--- src/rtl/frame_bank_pkg.sv ---
// Shared types and constants for the triple-buffer frame bank arbiter.
// Bank indices, reset bank assignment and write-side FSM encoding.
package frame_bank_pkg;

    typedef logic [1:0] bank_t;

    localparam int    BANK_NUM     = 3;
    localparam bank_t WR_BANK_RST  = 2'd0;
    localparam bank_t RD_BANK_RST  = 2'd1;
    localparam bank_t RDY_BANK_RST = 2'd2;

    typedef enum logic {
        IDLE    = 1'b0,
        WRITING = 1'b1
    } wr_state_t;

endpackage

--- src/rtl/frame_bank_arbiter_sat_counter.sv ---
// Saturating up-counter with synchronous clear.
// Holds at all-ones instead of wrapping.
module sat_counter #(
    parameter int WIDTH = 16
) (
    input  logic             clk,
    input  logic             inc,
    input  logic             clear,
    output logic [WIDTH-1:0] count
);

    always_ff @(posedge clk) begin
        if (clear) begin
            count <= '0;
        end else if (inc && (count != '1)) begin
            count <= count + WIDTH'(1);
        end
    end

endmodule

--- src/rtl/frame_bank_arbiter.sv ---
// Triple-buffer bank arbiter between camera write path and VGA read path.
// Writer and reader never share a bank; reader always gets the newest frame.
module frame_bank_arbiter
    import frame_bank_pkg::*;
#(
    parameter int CNT_WIDTH = 16
) (
    input  logic                 CLK,
    input  logic                 RST,
    input  logic                 iWR_START,
    input  logic                 iWR_DONE,
    input  logic                 iRD_START,
    output logic [1:0]           oWR_BANK,
    output logic                 oWR_GRANT,
    output logic [1:0]           oRD_BANK,
    output logic                 oRD_NEW,
    output logic                 oRD_REPEAT,
    output logic [CNT_WIDTH-1:0] oFRAME_CNT,
    output logic [CNT_WIDTH-1:0] oDROP_CNT,
    output logic                 oPROTO_ERR
);

    wr_state_t state, state_n;
    bank_t     wr_bank, wr_bank_n;
    bank_t     rdy_bank, rdy_bank_n;
    bank_t     rd_bank, rd_bank_n;
    logic      rdy_valid, rdy_valid_n;
    logic      rd_new_n, rd_repeat_n, err_n;
    logic      frame_inc, drop_inc;
    logic      done_ok;

    assign done_ok = (state == WRITING) && iWR_DONE;

    always_comb begin
        state_n     = state;
        wr_bank_n   = wr_bank;
        rdy_bank_n  = rdy_bank;
        rd_bank_n   = rd_bank;
        rdy_valid_n = rdy_valid;
        rd_new_n    = 1'b0;
        rd_repeat_n = 1'b0;
        err_n       = oPROTO_ERR;
        frame_inc   = 1'b0;
        drop_inc    = 1'b0;

        if (iWR_DONE && (state == IDLE)) begin
            err_n = 1'b1;
        end

        if (done_ok) begin
            frame_inc = 1'b1;
            drop_inc  = rdy_valid;
            // A START in the same cycle opens the freshly assigned bank
            state_n   = iWR_START ? WRITING : IDLE;
            if (iRD_START) begin
                rd_bank_n   = wr_bank;
                wr_bank_n   = rd_bank;
                rdy_valid_n = 1'b0;
                rd_new_n    = 1'b1;
            end else begin
                wr_bank_n   = rdy_bank;
                rdy_bank_n  = wr_bank;
                rdy_valid_n = 1'b1;
            end
        end else begin
            if (iWR_START) begin
                drop_inc = (state == WRITING);
                state_n  = WRITING;
            end
            if (iRD_START) begin
                if (rdy_valid) begin
                    rd_bank_n   = rdy_bank;
                    rdy_bank_n  = rd_bank;
                    rdy_valid_n = 1'b0;
                    rd_new_n    = 1'b1;
                end else begin
                    rd_repeat_n = 1'b1;
                end
            end
        end
    end

    always_ff @(posedge CLK) begin
        if (RST) begin
            state      <= IDLE;
            wr_bank    <= WR_BANK_RST;
            rdy_bank   <= RDY_BANK_RST;
            rd_bank    <= RD_BANK_RST;
            rdy_valid  <= 1'b0;
            oRD_NEW    <= 1'b0;
            oRD_REPEAT <= 1'b0;
            oPROTO_ERR <= 1'b0;
        end else begin
            state      <= state_n;
            wr_bank    <= wr_bank_n;
            rdy_bank   <= rdy_bank_n;
            rd_bank    <= rd_bank_n;
            rdy_valid  <= rdy_valid_n;
            oRD_NEW    <= rd_new_n;
            oRD_REPEAT <= rd_repeat_n;
            oPROTO_ERR <= err_n;
        end
    end

    assign oWR_BANK  = wr_bank;
    assign oRD_BANK  = rd_bank;
    assign oWR_GRANT = (state == WRITING);

    sat_counter #(.WIDTH(CNT_WIDTH)) u_frame_cnt (
        .clk   (CLK),
        .inc   (frame_inc),
        .clear (RST),
        .count (oFRAME_CNT)
    );

    sat_counter #(.WIDTH(CNT_WIDTH)) u_drop_cnt (
        .clk   (CLK),
        .inc   (drop_inc),
        .clear (RST),
        .count (oDROP_CNT)
    );

endmodule

--- config.mk ---
export PLATFORM = sky130hd
export DESIGN_NAME = frame_bank_arbiter
export DESIGN_NICKNAME = d
export VERILOG_FILES = /design/src/rtl/frame_bank_pkg.sv /design/src/rtl/frame_bank_arbiter_sat_counter.sv /design/src/rtl/frame_bank_arbiter.sv
export SDC_FILE = /design/constraint.sdc
export NUM_CORES = 1
export LEC_CHECK = 0
export CAP_MARGIN = 25
export CORE_MARGIN = 4
export CORE_UTILIZATION = 46
export CTS_CLUSTER_DIAMETER = 120
export DETAILED_ROUTE_END_ITERATION = 12
export GPL_TIMING_DRIVEN = 0
export HOLD_SLACK_MARGIN = 0.1
export PLACE_DENSITY = 0.76
export SETUP_SLACK_MARGIN = 0.02
export SYNTH_ARGS = -nofsm -noshare
export SYNTH_HDL_FRONTEND = slang
export SYNTH_SLANG_ARGS = --single-unit
--- constraint.sdc ---
create_clock -name CLK -period 1.5 [get_ports CLK]
set_input_delay 0.45 -clock CLK [delete_from_list [all_inputs] [get_ports CLK]]
set_output_delay 0.45 -clock CLK [all_outputs]
set_load 0.05 [all_outputs]
=== Word level (Yosys, flattened, before mapping) ===
Index checks and enable logic that the tools add are counted.

* Register bits: 43
* Output and inout port bits: 40
* Input port bits: 5

* Add/subtract/negate cells: 2
* Equality and inequality tests: 3
* Multiplexer cells: 23
* Reductions and logical operators: 10
* Bitwise operators: 2

{| class="wikitable"
|+ Operators by type and width
! cell !! count
|-
| 16-bit by 1-bit adder with 16-bit output, second input constant || 2
|-
| 16-bit inequality test, second input constant || 2
|-
| 2-bit two-way mux || 9
|-
| 1-bit two-way mux || 14
|-
| 2-bit nonzero test || 3
|-
| 1-bit logical AND || 4
|-
| 3-bit AND reduction || 1
|-
| 3-bit OR reduction || 1
|-
| 2-bit inequality test, second input constant || 1
|-
| 1-bit inverter || 2
|-
| 2-bit AND reduction || 1
|}

=== Longest topological paths before layout ===
Gate-level depths: netlist of run 1.

* Depth after elaboration: 3
* Gate-level depth with buffers: 6
* Depth with buffers taken out: 5

=== Cells and area by module ===
A second synthesis of run 1 with hierarchy kept.

* Cells, all modules: 249
* Area total of the unflattened synthesis: 2,177.1 um^2

{| class="wikitable"
|+ Modules (own cells, without submodules)
! module !! area an instance (um^2) !! times used !! cells an instance !! seq. area each (um^2)
|-
| sat_counter || 848.3 || 2 || 99 || 320.3
|-
| frame_bank_arbiter || 480.5 || 1 || 51 || 220.2
|}

=== Worst setup path before layout of run 1 ===
No wires, ideal clock.

* Path kind: reg-to-reg
* Start: register u_drop_cnt.count[0]
* End: register u_drop_cnt.count[14]
* Cell stages (with the launch flop): 6
* Setup time: 121 ps
* Path buffers: 0
* Arrival: 1,869 ps
* Required time: 1,379 ps
* Setup slack: -489 ps
* Cell sequence: dfxtp_1 > ha_1 > and3_1 > nand3_2 > nor4_1 > mux2_2

* Word-level cells in the longest chain between the ends: 2
* Elaborated cells on any way between the ends: 3

{| class="wikitable"
|+ RTL lines
! item !! line !! RTL
|-
| start: declaration || frame_bank_arbiter_sat_counter.sv:9 || <nowiki>output logic [WIDTH-1:0] count</nowiki>
|-
| start signal: assignment || frame_bank_arbiter_sat_counter.sv:16 || <nowiki>count <= count + WIDTH'(1);</nowiki>
|-
| branches (longest 2 deep; another with 16-bit by 1-bit adder with 16-bit output) || n/a ||
|}

Parallel ways; which one is timed is not known.
A chain may end at the register's enable or synchronous reset.

=== Final worst setup path of run 1 ===
* Start: register u_drop_cnt.count[0]
* End: register u_drop_cnt.count[9]

The elaborated chain is that of the path after synthesis.

==> out/results.txt, run 1 <==
CTS root buf: clkbuf_8
Die ar.: 5930 um^2
EDFF count, synth: 0
Tmin final: 1.60 ns
Status: finished, violations left
LEAKAGE: 1.39 nW
Reg clk slew, reported paths: 0.08 ns
Initial antenna violation count: 0
Arr. time, crit path: 1.83 ns
Register-to-Register Path Depth: 6
Slowest Stage Delay on Critical Path: 0.42 ns
Slew headroom: 63.7%
Clock buffer depth: 2
Int Pwr: 1.61 mW
Max-cap violation count: 0
Overall Global Routing Usage: 20.6%
Most common library cell in the layout ignoring fill and taps: buf_2
Area of the mapped netlist: 2190 um^2
Final instance area: 3280 um^2
Psw: 572 uW
PwrDens: 665 nW/um^2
Total CTS buffers: 5
Critical Path Sink Type: register
Final Hold Viols: 0
Port-buffer cells: 44
Crit Path Max Fanout: 5
Avg Synthesized Cell Area: 8.95 um^2
DRT Wirelength: 6320 um
Post-route ant nets: 0
First-pass GRT wire length: 10100 um
Net Sw Frac: 26.2%
Synth Register Bits: 43
Vias in the first global route: 2025
Sequential power share: 51.7%
Final setup fails: 18
Failing checks: setup timing
Cells after Synth: 245
Comb pwr share: 10.3%
Syn. warnings: 0
Share of cells above drive strength 1: 55.2%
Commonest cells after routing, fill and taps aside: buf_2, dfxtp_4, buf_4
FFs w/ async S/R, synth: 0%
Critical path type: register to register
Core Util, Final: 73.3%
Setup WS post-layout: -0.101 ns
Reg2reg setup slack: -0.10 ns
Total power: 2.18 mW
Final period utilization: 107%
Worst Hold Depth: 2
Die X-Extent: 77.0 um
CP Launch Type: register
Skew final: 0.00271 ns
Critical Path, Cell by Cell: ha_4 > and3_4 > nor4b_4 > buf_4 > or4_4 > a21oi_2
Worst-Margin Slew: 0.544 ns
CP required: 1.73 ns
Grt total ovfl: 0
Sequential area share after synthesis: 39.3%
Synth cell types: 48
Multi-input logic area: 1450 um^2
Fmax: 625 MHz
Layout net count: 336
Fillers: 321
Die Span Y: 77.0 um
WP depth: 6
Reg area: 981 um^2
Placed wire-length estimate: 3820 um
Via/cell ratio: 5.83
Ant. Diodes: 0
GP Congestion: 0.815
# IOs: 45
Max VDD drop: 0.508 mV
RSZ-0062 raised after global routing: yes
Layout area overhead: 49.5%
Top delay family on crit path: simple AND/OR/NAND/NOR gates
Clock sink count: 43
Row count: 24
Core ar.: 4470 um^2
Routed via count: 2226
DRT iter0 DRCs: 136
Final Max Slew Viols: 0
# hold bufs at CTS: 0
Placed inst area: 2900 um^2
TritonCTS clock tree: yes
Slowest-stage cell, CP: or4_4
Remaining DRCs: 0
Largest net degree at the start of global routing: 14
Max H-tree Level: 2
Syn nets: 252
HP Class: register to register
Post-synth top flop: dfxtp_1
DR WL/cell: 16.5 um
First-pass DRT Iterations: 4
Total negative slack: -0.838 ns
Initial core utilization: 49.0%
Worst path bufs/invs: 1
Clk_lat worst skew: 0.30 ns
Clock Power Share: 38.0%
==> tightest hold or removal path: cells and delay by family, from the launching register on <==
kind / cells / cell delay, ns
flops: 1 / 0.33
compound gates: 1 / 0.04
simple gates: 1 / 0.07
==> worst paths after layout <==
check | startpoint | to
setup reg to reg | u_drop_cnt.count[0] | u_drop_cnt.count[9]
hold / removal | oPROTO_ERR | oPROTO_ERR
hold reg to reg | oPROTO_ERR | oPROTO_ERR
setup / recovery | u_drop_cnt.count[0] | u_drop_cnt.count[9]
==> Yosys cell counts, types with 3 or more instances <==
master,number,area share [%]
and3_1,6,1.7
or3_1,6,1.7
mux2i_1,5,2.3
nand4_1,5,1.4
nand2_1,21,3.6
o21ai_0,8,1.8
clkbuf_8,3,1.9
inv_1,10,1.7
mux2_2,5,2.6
nor2_1,19,3.3
a211oi_1,6,2.1
nor4_1,3,0.86
dfxtp_1,43,39
o41ai_1,3,1.2
o31ai_1,10,3.4
nor3_1,8,1.8
clkbuf_1,3,0.51
nand3_1,5,1.1
nand4_2,3,1.7
or4_1,10,3.4
nor2b_1,4,1.1
a21oi_1,26,5.9
buf_4,3,1.0
==> layout make-up <==
cell class	count	share of cell area, %
plain buffers	10	3.13
clock buffers	7	2.94
clock inverters	1	0.191
inverters	10	1.15
multi-input cells	181	44.3
flip-flops and latches	43	29.9
well taps	52	1.98
repair buffers	78	16.4
==> power by group through the flow <==
| stage | Clock (mW) | Combinational (mW) | Sequential, mW |
|---|---|---|---|
| final | 0.828 | 0.224 | 1.13 |
| after floorplan | 0 | 0.0833 | 1.21 |
| after CTS | 0.851 | 0.219 | 1.13 |
| after global routing | 0.905 | 0.242 | 1.13 |
| after detailed placement | 0 | 0.209 | 1.15 |
| after global placement | 0 | 0.208 | 1.15 |
==> per-layer routing <==
| layer | wire [um] | share of wire [%] | GRT usage [%] | vias to the layer above |
|---|---|---|---|---|
| li1 | - | - | - | 1096 |
| met1 | 2770 | 44 | 27.3 | 1049 |
| met2 | 3100 | 49 | 33.7 | 69 |
| met3 | 350 | 5.5 | 4.80 | 12 |
| met4 | 101 | 1.6 | 5.69 | 0 |
| met5 | 0 | 0 | 0 | - |
==> metrics by stage <==
stage               hold slack (ns)  worst slack, ns  cells
floorplan                     0.447           -0.101    245
finish                        0.473           -0.101    382
detailed placement            0.452           -0.775    341
CTS                           0.465           -0.128    373
global placement              0.451           -0.745    341
global route                  0.487           -0.157    382
==> sequential cells by signal, indices dropped and copies added, names as in the netlist <==
name	cells
u_drop_cnt.count	16
u_frame_cnt.count	16
oRD_BANK	2
oWR_BANK	2
rdy_bank	2
oPROTO_ERR	1
oRD_NEW	1
oRD_REPEAT	1
oWR_GRANT	1
rdy_valid	1
==> kinds of logic (layout without fill, tap and decap cells) <==
| family | after synthesis | after routing | share of synthesized area (%) |
|---|---|---|---|
| buffers and inverters | 21 | 106 | 5.99 |
| flip-flops | 43 | 43 | 39.3 |
| multiplexers | 10 | 10 | 4.85 |
| AND/OR/NAND/NOR | 105 | 105 | 30.1 |
| AO/OA/AOI/OAI | 64 | 64 | 18.7 |
| adder cells (fa/ha/maj) | 2 | 2 | 1.14 |
==> timing repair <==
| item | in CTS | in global routing |
|---|---|---|
| setup endpoints to repair | 80 | 37 |
| setup buffers | 23 | 9 |
| pin swaps | 17 | 25 |
| gates resized for setup | 220 | 53 |
| endpoints found under the hold margin | 0 | 0 |
| gates cloned | 1 | 1 |
Note: power is estimated with default switching activity, not from simulation.
==> run 2, diff against run 1 <==
- SYNTH_HIERARCHICAL: unset -> 1
==> run 2 against run 1 <==
Net effect:
- the flow still finishes with violations (setup timing)
- clock-buffer cell count up 1
- via count up 11%
- critical endpoint is now u_drop_cnt/count[15]
- clock power up 0.6%
- synthesized cell count up 1.6%
- worst hold slack worse by 0.055 ns
- critical path type unchanged
- synthesized area down 0.68%
- final area up 6.9%
- clock skew up 0.0081 ns
==> out/results.txt, run 2 <==
Critical path type: register to register
DR WL/cell: 18.5 um (+12%)
Core ar.: 4470 um^2 (unchanged)
Clk_lat worst skew: 0.29 ns (about the same)
Fmax: 603 MHz (-3.6%)
Tmin final: 1.66 ns (+0.0592 ns)
Remaining DRCs: 0 (unchanged)
HP Class: primary input to register
Final Hold Viols: 0 (unchanged)
Critical Path Sink Type: register
Synth cell types: 42 (-13%)
Cells after Synth: 249 (+1.6%)
LEAKAGE: 1.38 nW (-0.48%)
Area of the mapped netlist: 2180 um^2 (-0.68%)
Largest net degree at the start of global routing: 14 (unchanged)
GP Congestion: 0.869 (+6.7%)
Layout net count: 357 (+6.3%)
Area contributors post-synth: dfxtp_1, a21oi_1, or4_1
CP Launch Type: register
PwrDens: 627 nW/um^2 (-5.8%)
TritonCTS clock tree: yes
Final setup fails: 25 (+7)
Grt total ovfl: 0 (unchanged)
Die ar.: 5900 um^2 (-0.61%)
Top cells by count, synth: dfxtp_1, a21oi_1, nor2_1
Final instance area: 3500 um^2 (+6.9%)
Overall Global Routing Usage: 22.2% (+1.6 points)
Reg clk slew, reported paths: 0.08 ns (about the same)
DRT iter0 DRCs: 145 (+6.6%)
Routed via count: 2474 (+11%)
Via/cell ratio: 6.14 (+5.3%)
Avg Synthesized Cell Area: 8.74 um^2 (-2.3%)
FFs w/ async S/R, synth: 0% (unchanged)
DRT Wirelength: 7470 um (+18%)
Post-route ant nets: 0 (unchanged)
Synth Register Bits: 43 (unchanged)
Min Hold Slack: 0.419 ns (-0.0547 ns)
Syn. warnings: 6 (+6)
Vias in the first global route: 2232 (+10%)
Clock sink count: 43 (unchanged)
Worst reg2reg path startpoint: u_drop_cnt/count[13]
First-pass DRT Iterations: 5 (+1)
Skew final: 0.0109 ns (+0.00815 ns)
Layout area overhead: 60.9%
Row count: 24 (unchanged)
First-pass GRT wire length: 10800 um (+6.9%)
RSZ-0062 raised after global routing: yes
Placed inst area: 2890 um^2 (-0.47%)
CTS root buf: clkbuf_8
Final period utilization: 111% (+3.9 points)
Post-synth top flop: dfxtp_1
Top-count cell post-synth: dfxtp_1
Placed wire-length estimate: 3710 um (-2.8%)
Arr. time, crit path: 1.88 ns (+0.05 ns)
Synth top area share: 39.5% (+0.27 points)
Crit Path Max Fanout: 7 (+2)
Failing checks: setup timing
Total CTS buffers: 5 (unchanged)
Slew headroom: 57.2% (-6.6 points)
Status: finished, violations left
Worst-Margin Slew: 0.634 ns (+0.0903 ns)
EDFF count, synth: 0 (unchanged)
Final Max Slew Viols: 0 (unchanged)
Worst setup path startpoint: u_drop_cnt/count[13]
Synth area leader: dfxtp_1
Clock buffer depth: 2 (unchanged)
Initial core utilization: 48.7% (-0.34 points)
Regs by FF count: u_drop_cnt/count: 16 flops, u_frame_cnt/count: 16 flops
Share of cells above drive strength 1: 57.3% (+2.1 points)
Die X-Extent: 76.8 um (-0.31%)
CP required: 1.72 ns (about the same)
Sequential area share after synthesis: 39.5% (+0.27 points)
Initial antenna violation count: 0 (unchanged)
Die Span Y: 76.8 um (-0.31%)
Setup WS post-layout: -0.160 ns (-0.0592 ns)
Fillers: 300 (-6.5%)
Most common library cell in the layout ignoring fill and taps: buf_4
Commonest cells after routing, fill and taps aside: buf_4, buf_2, dfxtp_4
Ant. Diodes: 0 (unchanged)
Max-cap violation count: 0 (unchanged)
Port-buffer cells: 43 (-2.3%)
# IOs: 45 (unchanged)
Syn nets: 256 (+1.6%)
Max H-tree Level: 2 (unchanged)
Max VDD drop: 0.536 mV (+5.5%)
Min-delay src: iWR_DONE
==> run 2: metal layers <==
layer  vias up  routed length, um  GRT usage [%]  share of wire [%]
met5         -                  0              0                  0
met4         0                180           8.33                2.4
met3        18                469           5.85                6.3
met2       105               3900           39.8                 52
met1      1205               2920           25.0                 39
li1       1146                  -              -                  -
==> run 2: cell families after synthesis <==
kind of cell               count (synthesis)  synth area share [%]
AOI/OAI and AO/OA                         58                  16.8
xor gates and xnor gates                   4                  1.61
adders and majority gates                  2                  1.15
buffers and inverters                     19                  3.56
DFF                                       43                  39.5
muxes                                      8                  4.37
and+or+nand+nor                          115                  33.0
==> run 2: layout make-up <==
| type | instances | area (um^2) | share of cell area [%] |
|---|---|---|---|
| timing repair buffer | 94 | 694 | 19.8 |
| clock buffer | 8 | 101 | 2.89 |
| buffer | 10 | 80.1 | 2.29 |
| sequential | 43 | 988 | 28.2 |
| multi-input combinational | 187 | 1530 | 43.6 |
| tap | 52 | 65.1 | 1.86 |
| inverter | 9 | 46.3 | 1.32 |
==> run 2: what timing repair did <==
action                                  in CTS  in global routing
setup buffers                               32                 17
resized for setup                          235                 53
hold buffers                                 0                  0
pin swaps                                   27                 25
cloned                                       2                  1
endpoints found under the setup margin      77                 36
==> run 2: worst max-delay path, stage by stage, from the launching register on <==
cell and delay [ns]:
dfxtp_4 0.39, nand2_1 0.07, or4_4 0.55, or4_4 0.43, a21oi_2 0.16
==> run 2: worst paths after layout <==
kind / endpoint / slack, ns / cells past startpoint
max: u_drop_cnt/count[15] / -0.16 / 4
min: oPROTO_ERR / 0.42 / 3
min reg2reg: oPROTO_ERR / 0.50 / 2
max reg2reg: u_drop_cnt/count[15] / -0.16 / 4
==> run 2: report_power, final <==
group | switching, mW | leakage [nW] | internal, mW
Clock | 0.401 | 0.0506 | 0.432
Combinational | 0.150 | 0.956 | 0.0929
Sequential | 0.0176 | 0.375 | 1.10
==> run 2: through the flow <==
step	worst slack (ns)	cells	util [%]	TNS, ns	power, mW
2_1_floorplan	-0.153	249	-	-1.23	1.28
3_3_place_gp	-0.998	344	64.5	-30.83	1.34
3_5_place_dp	-1.03	344	64.5	-31.83	1.35
4_1_cts	-0.0930	386	72.1	-0.763	2.17
5_1_grt	-0.221	403	78.3	-3.71	2.28
6_report	-0.160	403	78.3	-2.16	2.20
==> run 3, diff against run 2 <==
- CTS_CLUSTER_SIZE: unset -> 14
==> results of run 3 <==
The final DEF is identical to that of run 2; final timing and power are the same.
